==> src/rtl/seg7_scan_pkg.sv <==
// Shared types and constants for the seven-segment scan controller.
// Exports: NUM_DIGITS_DEF, ANODE_OFF, scan_state_e, anode_for().
package seg7_scan_pkg;

  localparam int NUM_DIGITS_DEF = 8;
  localparam int MAX_DIGITS     = 32;

  localparam logic [NUM_DIGITS_DEF-1:0] ANODE_OFF = '1;

  typedef enum logic [1:0] {
    S_IDLE  = 2'd0,
    S_LIT   = 2'd1,
    S_GUARD = 2'd2
  } scan_state_e;

  // Active-low one-hot anode; callers slice to their width.
  function automatic logic [MAX_DIGITS-1:0] anode_for(
    input int unsigned idx
  );
    logic [MAX_DIGITS-1:0] one;
    one = MAX_DIGITS'(1);
    return ~(one << idx);
  endfunction

endpackage

==> src/rtl/seg7_scan_timer.sv <==
// Terminal-count phase timer shared by the LIT and GUARD phases.
// Ports: clk, rst_n (sync, active-low), clr, term (last count), done.
module seg7_scan_timer #(
  parameter int CNT_W = 17
) (
  input  logic             clk,
  input  logic             rst_n,
  input  logic             clr,
  input  logic [CNT_W-1:0] term,
  output logic             done
);

  logic [CNT_W-1:0] cnt;

  always_ff @(posedge clk) begin
    if (!rst_n) begin
      cnt <= '0;
    end else if (clr) begin
      cnt <= '0;
    end else begin
      cnt <= cnt + 1'b1;
    end
  end

  assign done = (cnt == term);

endmodule

==> src/rtl/seg7_scan_ctrl.sv <==
// Time-multiplexed 7-segment scan controller with frame-aligned word load.
// Ports: clk, rst_n, en, load/value/ready, blank_mask -> n, seg_en, anode, frame_done.
module seg7_scan_ctrl
  import seg7_scan_pkg::*;
#(
  parameter int NUM_DIGITS   = NUM_DIGITS_DEF,
  parameter int REFRESH_DIV  = 100000,
  parameter int GUARD_CYCLES = 2,
  parameter int CNT_W        = 17
) (
  input  logic                    clk,
  input  logic                    rst_n,
  input  logic                    en,
  input  logic                    load,
  input  logic [4*NUM_DIGITS-1:0] value,
  output logic                    ready,
  input  logic [NUM_DIGITS-1:0]   blank_mask,
  output logic [3:0]              n,
  output logic                    seg_en,
  output logic [NUM_DIGITS-1:0]   anode,
  output logic                    frame_done
);

  localparam int IDX_W = (NUM_DIGITS > 1) ? $clog2(NUM_DIGITS) : 1;
  localparam logic [IDX_W-1:0] IDX_LAST = IDX_W'(NUM_DIGITS - 1);
  localparam logic [CNT_W-1:0] LIT_TERM = CNT_W'(REFRESH_DIV - 1);
  localparam logic [CNT_W-1:0] GRD_TERM =
    CNT_W'((GUARD_CYCLES > 0) ? GUARD_CYCLES - 1 : 0);

  scan_state_e st, st_n;
  logic [IDX_W-1:0] idx, idx_n, idx_inc;
  logic [4*NUM_DIGITS-1:0] word, word_n, shadow;
  logic pending;
  logic t_clr, t_done;
  logic [CNT_W-1:0] t_term;
  logic period_end, wrap, commit, accept;
  logic lit_n, vis_n;
  logic [MAX_DIGITS-1:0] anode_full;
  logic [NUM_DIGITS-1:0] anode_d;
  logic [3:0] n_d;

  seg7_scan_timer #(.CNT_W(CNT_W)) u_timer (
    .clk   (clk),
    .rst_n (rst_n),
    .clr   (t_clr),
    .term  (t_term),
    .done  (t_done)
  );

  always_comb begin
    idx_inc = (idx == IDX_LAST) ? '0 : idx + 1'b1;
    t_term  = (st == S_GUARD) ? GRD_TERM : LIT_TERM;
    period_end = t_done &&
      ((st == S_GUARD) || (st == S_LIT && GUARD_CYCLES == 0));
    // Wrap is judged before en, so a falling en still commits and pulses.
    wrap    = period_end && (idx == IDX_LAST);
    commit  = pending && (wrap || st == S_IDLE);
    accept  = load && ready;
    word_n  = commit ? shadow : word;

    st_n  = st;
    idx_n = idx;
    t_clr = 1'b0;
    unique case (st)
      S_IDLE: begin
        t_clr = 1'b1;
        if (en) begin
          st_n  = S_LIT;
          idx_n = '0;
        end
      end
      S_LIT: begin
        if (t_done) begin
          t_clr = 1'b1;
          if (GUARD_CYCLES == 0) idx_n = idx_inc;
          else st_n = S_GUARD;
        end
      end
      S_GUARD: begin
        if (t_done) begin
          t_clr = 1'b1;
          st_n  = S_LIT;
          idx_n = idx_inc;
        end
      end
      default: begin
        t_clr = 1'b1;
        st_n  = S_IDLE;
      end
    endcase
    if (!en) begin
      st_n  = S_IDLE;
      idx_n = '0;
      t_clr = 1'b1;
    end

    // Outputs are registered from next-state values so they align with st.
    lit_n      = (st_n == S_LIT);
    vis_n      = lit_n && !blank_mask[idx_n];
    anode_full = anode_for(32'(idx_n));
    anode_d    = vis_n ? anode_full[NUM_DIGITS-1:0] : '1;
    n_d        = lit_n ? word_n[4*idx_n +: 4] : n;
  end

  always_ff @(posedge clk) begin
    if (!rst_n) begin
      st         <= S_IDLE;
      idx        <= '0;
      word       <= '0;
      shadow     <= '0;
      pending    <= 1'b0;
      ready      <= 1'b1;
      anode      <= '1;
      n          <= '0;
      seg_en     <= 1'b0;
      frame_done <= 1'b0;
    end else begin
      st         <= st_n;
      idx        <= idx_n;
      word       <= word_n;
      anode      <= anode_d;
      n          <= n_d;
      seg_en     <= vis_n;
      frame_done <= wrap;
      if (commit) begin
        pending <= 1'b0;
        ready   <= 1'b1;
      end else if (accept) begin
        shadow  <= value;
        pending <= 1'b1;
        ready   <= 1'b0;
      end
    end
  end

endmodule

==> config.mk <==
export PLATFORM = sky130hd
export DESIGN_NAME = seg7_scan_ctrl
export DESIGN_NICKNAME = d
export VERILOG_FILES = /design/src/rtl/seg7_scan_pkg.sv /design/src/rtl/seg7_scan_timer.sv /design/src/rtl/seg7_scan_ctrl.sv
export SDC_FILE = /design/constraint.sdc
export NUM_CORES = 1
export LEC_CHECK = 0
export ABC_AREA = 0
export ABC_CLOCK_PERIOD_IN_PS = 3200
export CAP_MARGIN = 10
export CELL_PAD_IN_SITES_DETAIL_PLACEMENT = 1
export CELL_PAD_IN_SITES_GLOBAL_PLACEMENT = 2
export CORE_ASPECT_RATIO = 1.4
export CORE_UTILIZATION = 30
export CTS_CLUSTER_SIZE = 20
export DETAILED_ROUTE_END_ITERATION = 10
export MAX_ROUTING_LAYER = met4
export PLACE_DENSITY = 0.86
export SYNTH_ARGS = -nofsm -noshare
export SYNTH_HDL_FRONTEND = slang
export SYNTH_HIERARCHICAL = 1
export SYNTH_SLANG_ARGS = --single-unit
==> constraint.sdc <==
create_clock -name clk -period 3.2 [get_ports clk]
set_input_delay 0.64 -clock clk [delete_from_list [all_inputs] [get_ports clk]]
set_output_delay 0.64 -clock clk [all_outputs]
set_load 0.005 [all_outputs]
==> flow_summary.yaml, run 1 <==
setup_path:
  cp_max_fo: 6
  rr_worst_depth: 15
  crit_path_start: "st[0]"
  crit_required_ps: 3410
  arrival_ps: 3510
  r2r_setup_slack_ps: -100
  rr_startpoint: "st[0]"
  crit_type: "flop to flop"
  regToRegEndpoint: "anode[0]"
  cp-start-kind: "flop"
  critPathCaptureType: "flop"
drt:
  antenna_left: 0
  dr.pass1.iters: 4
  wl_per_cell_um: 14.9
  via_per_inst: 4.83
  vias: 3765
  drtIter0Drc: 58
  drt_wl_total_mm: 11.6
  drc: 0
placement:
  dpl_cell_area_um2: 5440
  port_buffers: 58
  dpl.hpwl_mm: 8.72
  place_congestion: 0.816
  dpl_worst_slack_ps: -208
  dp_cells: 754
min_path:
  holdCritStartpoint: "shadow[9]"
  whs_endpoint: "shadow[9]"
  min_path_cells: 2
  hp-class: "flop to flop"
sta:
  fin_skew_ps: 5.59
  layout_setup_ws_ps: -103
  fin_crit_ps: 3300
  min_period_over_period_pct: 103
  setup_viol_count_final: 13
  fmax_ghz: 0.303
  finalHoldViolations: 0
  finalMaxSlewViolations: 0
  rsz0062_at_grt: "true"
power_and_ir_drop:
  leakage_nw: 2.39
  p_per_area_nw_per_um2: 463
  ir_worst_vdd_uv: 218
  total_power_w: 0.00273
grt:
  grt_pass1_wl_mm: 19.4
  antenna_found_initial: 0
  grt_start_max_net_pins: 37
  first_global_vias: 3976
  grt-ovfl-total: 0
  gr-usage-all-layers_pct: 16.5
clocking:
  clk_pin_slew_ps: 70
  ctsLongestPathBuffers: 2
  cts.sinks: 102
  insertion_delay_ps: 340
  htree_levels: 3
  cts_tree: "yes"
  clock-root-buffer: "clkbuf_16"
  cts-buffers-inserted: 9
  cts_hold_buf: 0
synthesis:
  syn-cell-area_um2: 4450
  synthDistinctLibCells: 53
  syn_area_per_cell_um2: 8.97
  synth_top_area_share_pct: 45.9
  yosys_register_bits: 102
  syn_inst: 496
  synthFlopType: "dfxtp_1"
  async_reset_ff_share_pct: 0
  synth_edf_count: 0
  synth.largest_area_cell: "dfxtp_1"
  synth_area_leaders: "dfxtp_1, nand2_1, mux2i_1, a21oi_1, nor2_1"
  ys_warn_count: 6
  yosysSeqAreaShare_pct: 45.9
floorplanning:
  coreArea_um2: 14400
  die_w_um: 105
  die_h_um: 146
  initial_core_util_pct: 30.8
  die_area_um2: 15300
  ios: 59
  fp-row-count: 52
cells_and_area:
  synthToLayoutAreaGrowth_pct: 32.4
  antennaDiodeCount: 0
  stdcell_count: 779
  nets: 636
  design_area_um2: 5890
  drive_above_1_share_pct: 15.8
  fill_cells: 1700
status:
  violations: "setup timing"
  status: "complete, but fails checks"
run:
  maxCapViolCount: 0
## synth_stat cells (5+ instances only)
cell type,n
nand4_1,9
nand2b_1,9
o21ai_0,6
or3_1,5
nand3_1,10
and2_1,11
nand2_1,86
a31oi_1,5
mux2_2,7
nor2_1,49
mux2i_1,27
nor3_1,5
ha_1,7
a21oi_1,38
xnor2_1,11
dfxtp_1,102
xor2_1,15
o22ai_1,5
clkbuf_1,18
inv_1,6
and3_1,7
## worst max-delay path by stage
stage	to	slack (ps)	depth (start not counted)
after floorplan	anode[0]	2	13
after global placement	anode[4]	30	15
after detailed placement	anode[0]	-210	14
after CTS	anode[0]	-110	15
after global routing	anode[1]	-260	15
final	anode[0]	-100	15
## cell families (layout without fill, tap and decap cells)
| kind of cell | count (synthesis) | in the layout | synth area share, % |
|---|---|---|---|
| AND/OR/NAND/NOR | 211 | 211 | 23.0 |
| flip-flops | 102 | 102 | 45.9 |
| AO/OA/AOI/OAI | 78 | 78 | 11.9 |
| multiplexers | 35 | 35 | 8.10 |
| buffers and inverters | 35 | 123 | 3.83 |
| XOR/XNOR | 26 | 26 | 5.12 |
| adder cells (fa/ha/maj) | 7 | 7 | 1.97 |
| other | 2 | 8 | 0.169 |
## through the flow
| stage | util (%) | hold slack [ps] | setup TNS, ps |
|---|---|---|---|
| after detailed placement | 37.7 | 449 | -1930 |
| final | 40.8 | 456 | -788 |
| after global placement | 37.7 | 445 | 0 |
| after CTS | 40.6 | 459 | -864 |
| after floorplan | - | 434 | 0 |
| after global routing | 40.8 | 469 | -3170 |
## where the power goes
| group | internal [W] | switching [W] | total, W | leakage (nW) |
|---|---|---|---|---|
| combinational | 0.000132 | 0.000125 | 0.000257 | 1.42 |
| clock | 0.000637 | 0.000495 | 0.00113 | 0.147 |
| sequential | 0.00131 | 0.0000242 | 0.00134 | 0.830 |
| total | 0.00208 | 0.000645 | 0.00273 | 2.39 |
## timing repair
| item | CTS | global route |
|---|---|---|
| gates resized for setup | 14 | 2 |
| pin swaps | 4 | 4 |
| setup buffers | 7 | 2 |
| gates cloned | 0 | 0 |
| endpoints found under the setup margin | 13 | 23 |
## worst max-delay path, stage by stage (launching register included)
cell and delay, ps:
dfxtp_2 330, inv_2 70, ha_4 150, clkinvlp_4 160, buf_6 170, xor2_1 140, nor4_1 200, nand3_1 140
nor4_2 180, buf_4 190, or3b_4 390, a21oi_4 210, nor2_4 60, a311o_1 390, a221oi_4 280, nand2_1 100
## area by class of cell
| class | count | area, µm² | share of cell area [%] |
|---|---|---|---|
| Clock inverter | 5 | 63.8 | 1.08 |
| Timing Repair Buffer | 100 | 936 | 15.9 |
| Sequential cell | 102 | 2040 | 34.7 |
| Tap cell | 189 | 236 | 4.02 |
| Multi-Input combinational cell | 365 | 2330 | 39.7 |
| Clock buffer | 11 | 243 | 4.12 |
| Inverter | 7 | 30.0 | 0.510 |
## state kept, by name, summed over array words and instances (netlist names)
register     cells
n                4
seg_en           1
u_timer/cnt     17
idx              3
frame_done       1
anode            8
st               2
shadow          32
pending          1
ready            1
word            32
## routing by layer
layer | GRT usage, % | part of all wire (%) | up-vias
li1 | - | - | 1863
met1 | 16.8 | 40 | 1834
met2 | 30.6 | 55 | 46
met3 | 2.86 | 2.4 | 22
met4 | 7.18 | 2.6 | 0
met5 | - | 0 | -
## cells in the final DEF (no fill, tap or decap), drive strengths merged, types with 11 or more instances in the layout
master           n
a21oi           39
and2            11
buf             42
clkbuf          11
clkdlybuf4s50   58
dfxtp          102
mux2i           27
nand2           86
nand3           11
nor2            50
xnor2           11
xor2            15
No activity file was read; power rests on OpenSTA's default activity.
==> run 2: changes to the inputs <==
CORE_MARGIN = 2   (was default)
==> flow_summary.yaml, run 2 (synthesis results as in run 1) <==
cells_and_area:
  nets: 625
  synthToLayoutAreaGrowth_pct: 31.4
  design_area_um2: 5850
  seqCellArea_um2: 2040
  fill_cells: 1716
  layout_commonest_cell: "dfxtp_1"
  multi_input_area_um2: 2370
  reg_top3: "shadow: 32 flops, word: 32 flops, u_timer/cnt: 17 flops"
  stdcell_count: 767
  drive_above_1_share_pct: 15.6
  final_cell_mix: "dfxtp_1, nand2_1, clkdlybuf4s50_1"
  antennaDiodeCount: 0
sta:
  finalHoldViolations: 0
  hold_ws_ps: 456
  min_period_over_period_pct: 98.1
  fmax_ghz: 0.318
  rsz0062_at_grt: "true"
  finalMaxSlewViolations: 0
  fin_skew_ps: 5.96
  setup_viol_count_final: 0
  fin_crit_ps: 3140
drt:
  vias: 3685
  via_per_inst: 4.80
  drc: 0
  wl_per_cell_um: 15.8
  drt_wl_total_mm: 12.1
  drtIter0Drc: 134
  dr.pass1.iters: 4
  antenna_left: 0
setup_path:
  crit_chain: "inv_2 -> ha_4 -> clkinvlp_4 -> buf_4 -> xor2_1 -> nor4_1 -> nand3_1 -> nor4_2 -> buf_4 -> mux2i_2 -> o21ai_2 -> and2_4 -> a311o_1 -> a221oi_4 -> nand2_1"
  critPathCaptureType: "flop"
  regToRegEndpoint: "anode[6]"
  worst_path_max_delay_cell: "a311o_1"
  cp-start-kind: "flop"
  arrival_ps: 3360
  cp_slowest_stage_delay_ps: 360
  r2r_setup_slack_ps: 60
  crit_required_ps: 3420
  crit_type: "flop to flop"
  rr_startpoint: "st[0]"
  cp_max_fo: 8
  crit_top_cell: "buf_4"
  rr_worst_depth: 15
placement:
  dpl.hpwl_mm: 8.99
  place_congestion: 0.851
  dpl_cell_area_um2: 5430
  dp_cells: 749
  port_buffers: 58
status:
  status: "finished, final reports clean"
floorplanning:
  coreArea_um2: 14500
  fp-row-count: 52
  die_area_um2: 15800
  initial_core_util_pct: 30.7
  ios: 59
  die_h_um: 148
  die_w_um: 107
clocking:
  htree_levels: 3
  clock-root-buffer: "clkbuf_16"
  cts.sinks: 102
  cts_tree: "yes"
  ctsLongestPathBuffers: 2
  insertion_delay_ps: 340
  cts-buffers-inserted: 9
  clk_pin_slew_ps: 70
power_and_ir_drop:
  switching_power_w: 0.000619
  pwr-share-seq_pct: 49.9
  ir_worst_vdd_uv: 246
  p_comb_share_pct: 9.7
  total_power_w: 0.00268
  swShare_pct: 23.1
  p_clk_share_pct: 40.4
  p_per_area_nw_per_um2: 459
  p_int_w: 0.00206
  leakage_nw: 2.34
run:
  maxCapViolCount: 0
min_path:
  min_path_cells: 2
  hp-class: "flop to flop"
  holdCritStartpoint: "shadow[23]"
  whs_endpoint: "shadow[23]"
grt:
  grt-ovfl-total: 0
  grt_pass1_wl_mm: 19.8
  first_global_vias: 4041
  antenna_found_initial: 0
  grt_start_max_net_pins: 28
  gr-usage-all-layers_pct: 16.1
[run 2: cell count changes in the layout (fill, tap and decap cells not counted), sizes merged]
cell,change
clkinv,+2
inv,-3
buf,-11
[run 2: critical path, delay by kind of cell, from the launching register on]
kind	cells	cell delay [ps]
flops	1	330
buf+inv	4	560
fa+ha+maj	1	150
simple gates	5	800
xor+xnor	1	130
compound gates	3	770
mux	1	260
[run 2: stage by stage]
stage	util [%]	TNS [ps]	worst slack, ps
3_5_place_dp	37.4	-287	-58.9
5_1_grt	40.3	-2240	-200
3_3_place_gp	37.4	0	95.0
4_1_cts	39.6	0	5.97
6_report	40.3	0	60.2
2_1_floorplan	-	0	1.81
[run 2: final cells by class]
class / count / area share [%]
Clock buffer: 11 / 4.15
Tap cell: 189 / 4.04
Inverter: 7 / 0.514
Clock inverter: 4 / 0.813
Sequential cell: 102 / 35.0
Timing Repair Buffer: 89 / 14.9
Multi-Input combinational cell: 365 / 40.6
[run 2: what timing repair did]
action / in CTS / in global routing
endpoints found under the setup margin: 11 / 40
setup buffers: 0 / 3
gates resized for setup: 6 / 18
hold buffers: 0 / 0
pin swaps: 1 / 5
[run 2: worst max-delay path by stage]
stage	startpoint	to	slack, ps
after detailed placement	st[0]	anode[6]	-60
after floorplan	st[1]	anode[0]	2
after global routing	st[0]	anode[6]	-200
after global placement	st[0]	anode[6]	100
final	st[0]	anode[6]	60
after CTS	st[0]	anode[0]	6
[run 2: layer usage]
layer | global-route usage, % | up-vias | wire length (µm)
met1 | 17.6 | 1772 | 5110
met4 | 5.78 | 0 | 201
li1 | - | 1839 | -
met3 | 2.45 | 18 | 345
met5 | - | - | 0
met2 | 29.4 | 56 | 6490
[run 2: power by group through the flow]
stage                     clock (W)  sequential (W)  combinational, W
after global routing        0.00116         0.00134          0.000288
final                       0.00109         0.00134          0.000260
after floorplan                   0         0.00136          0.000137
after detailed placement          0         0.00137          0.000256
after CTS                   0.00112         0.00134          0.000260
after global placement            0         0.00136          0.000250
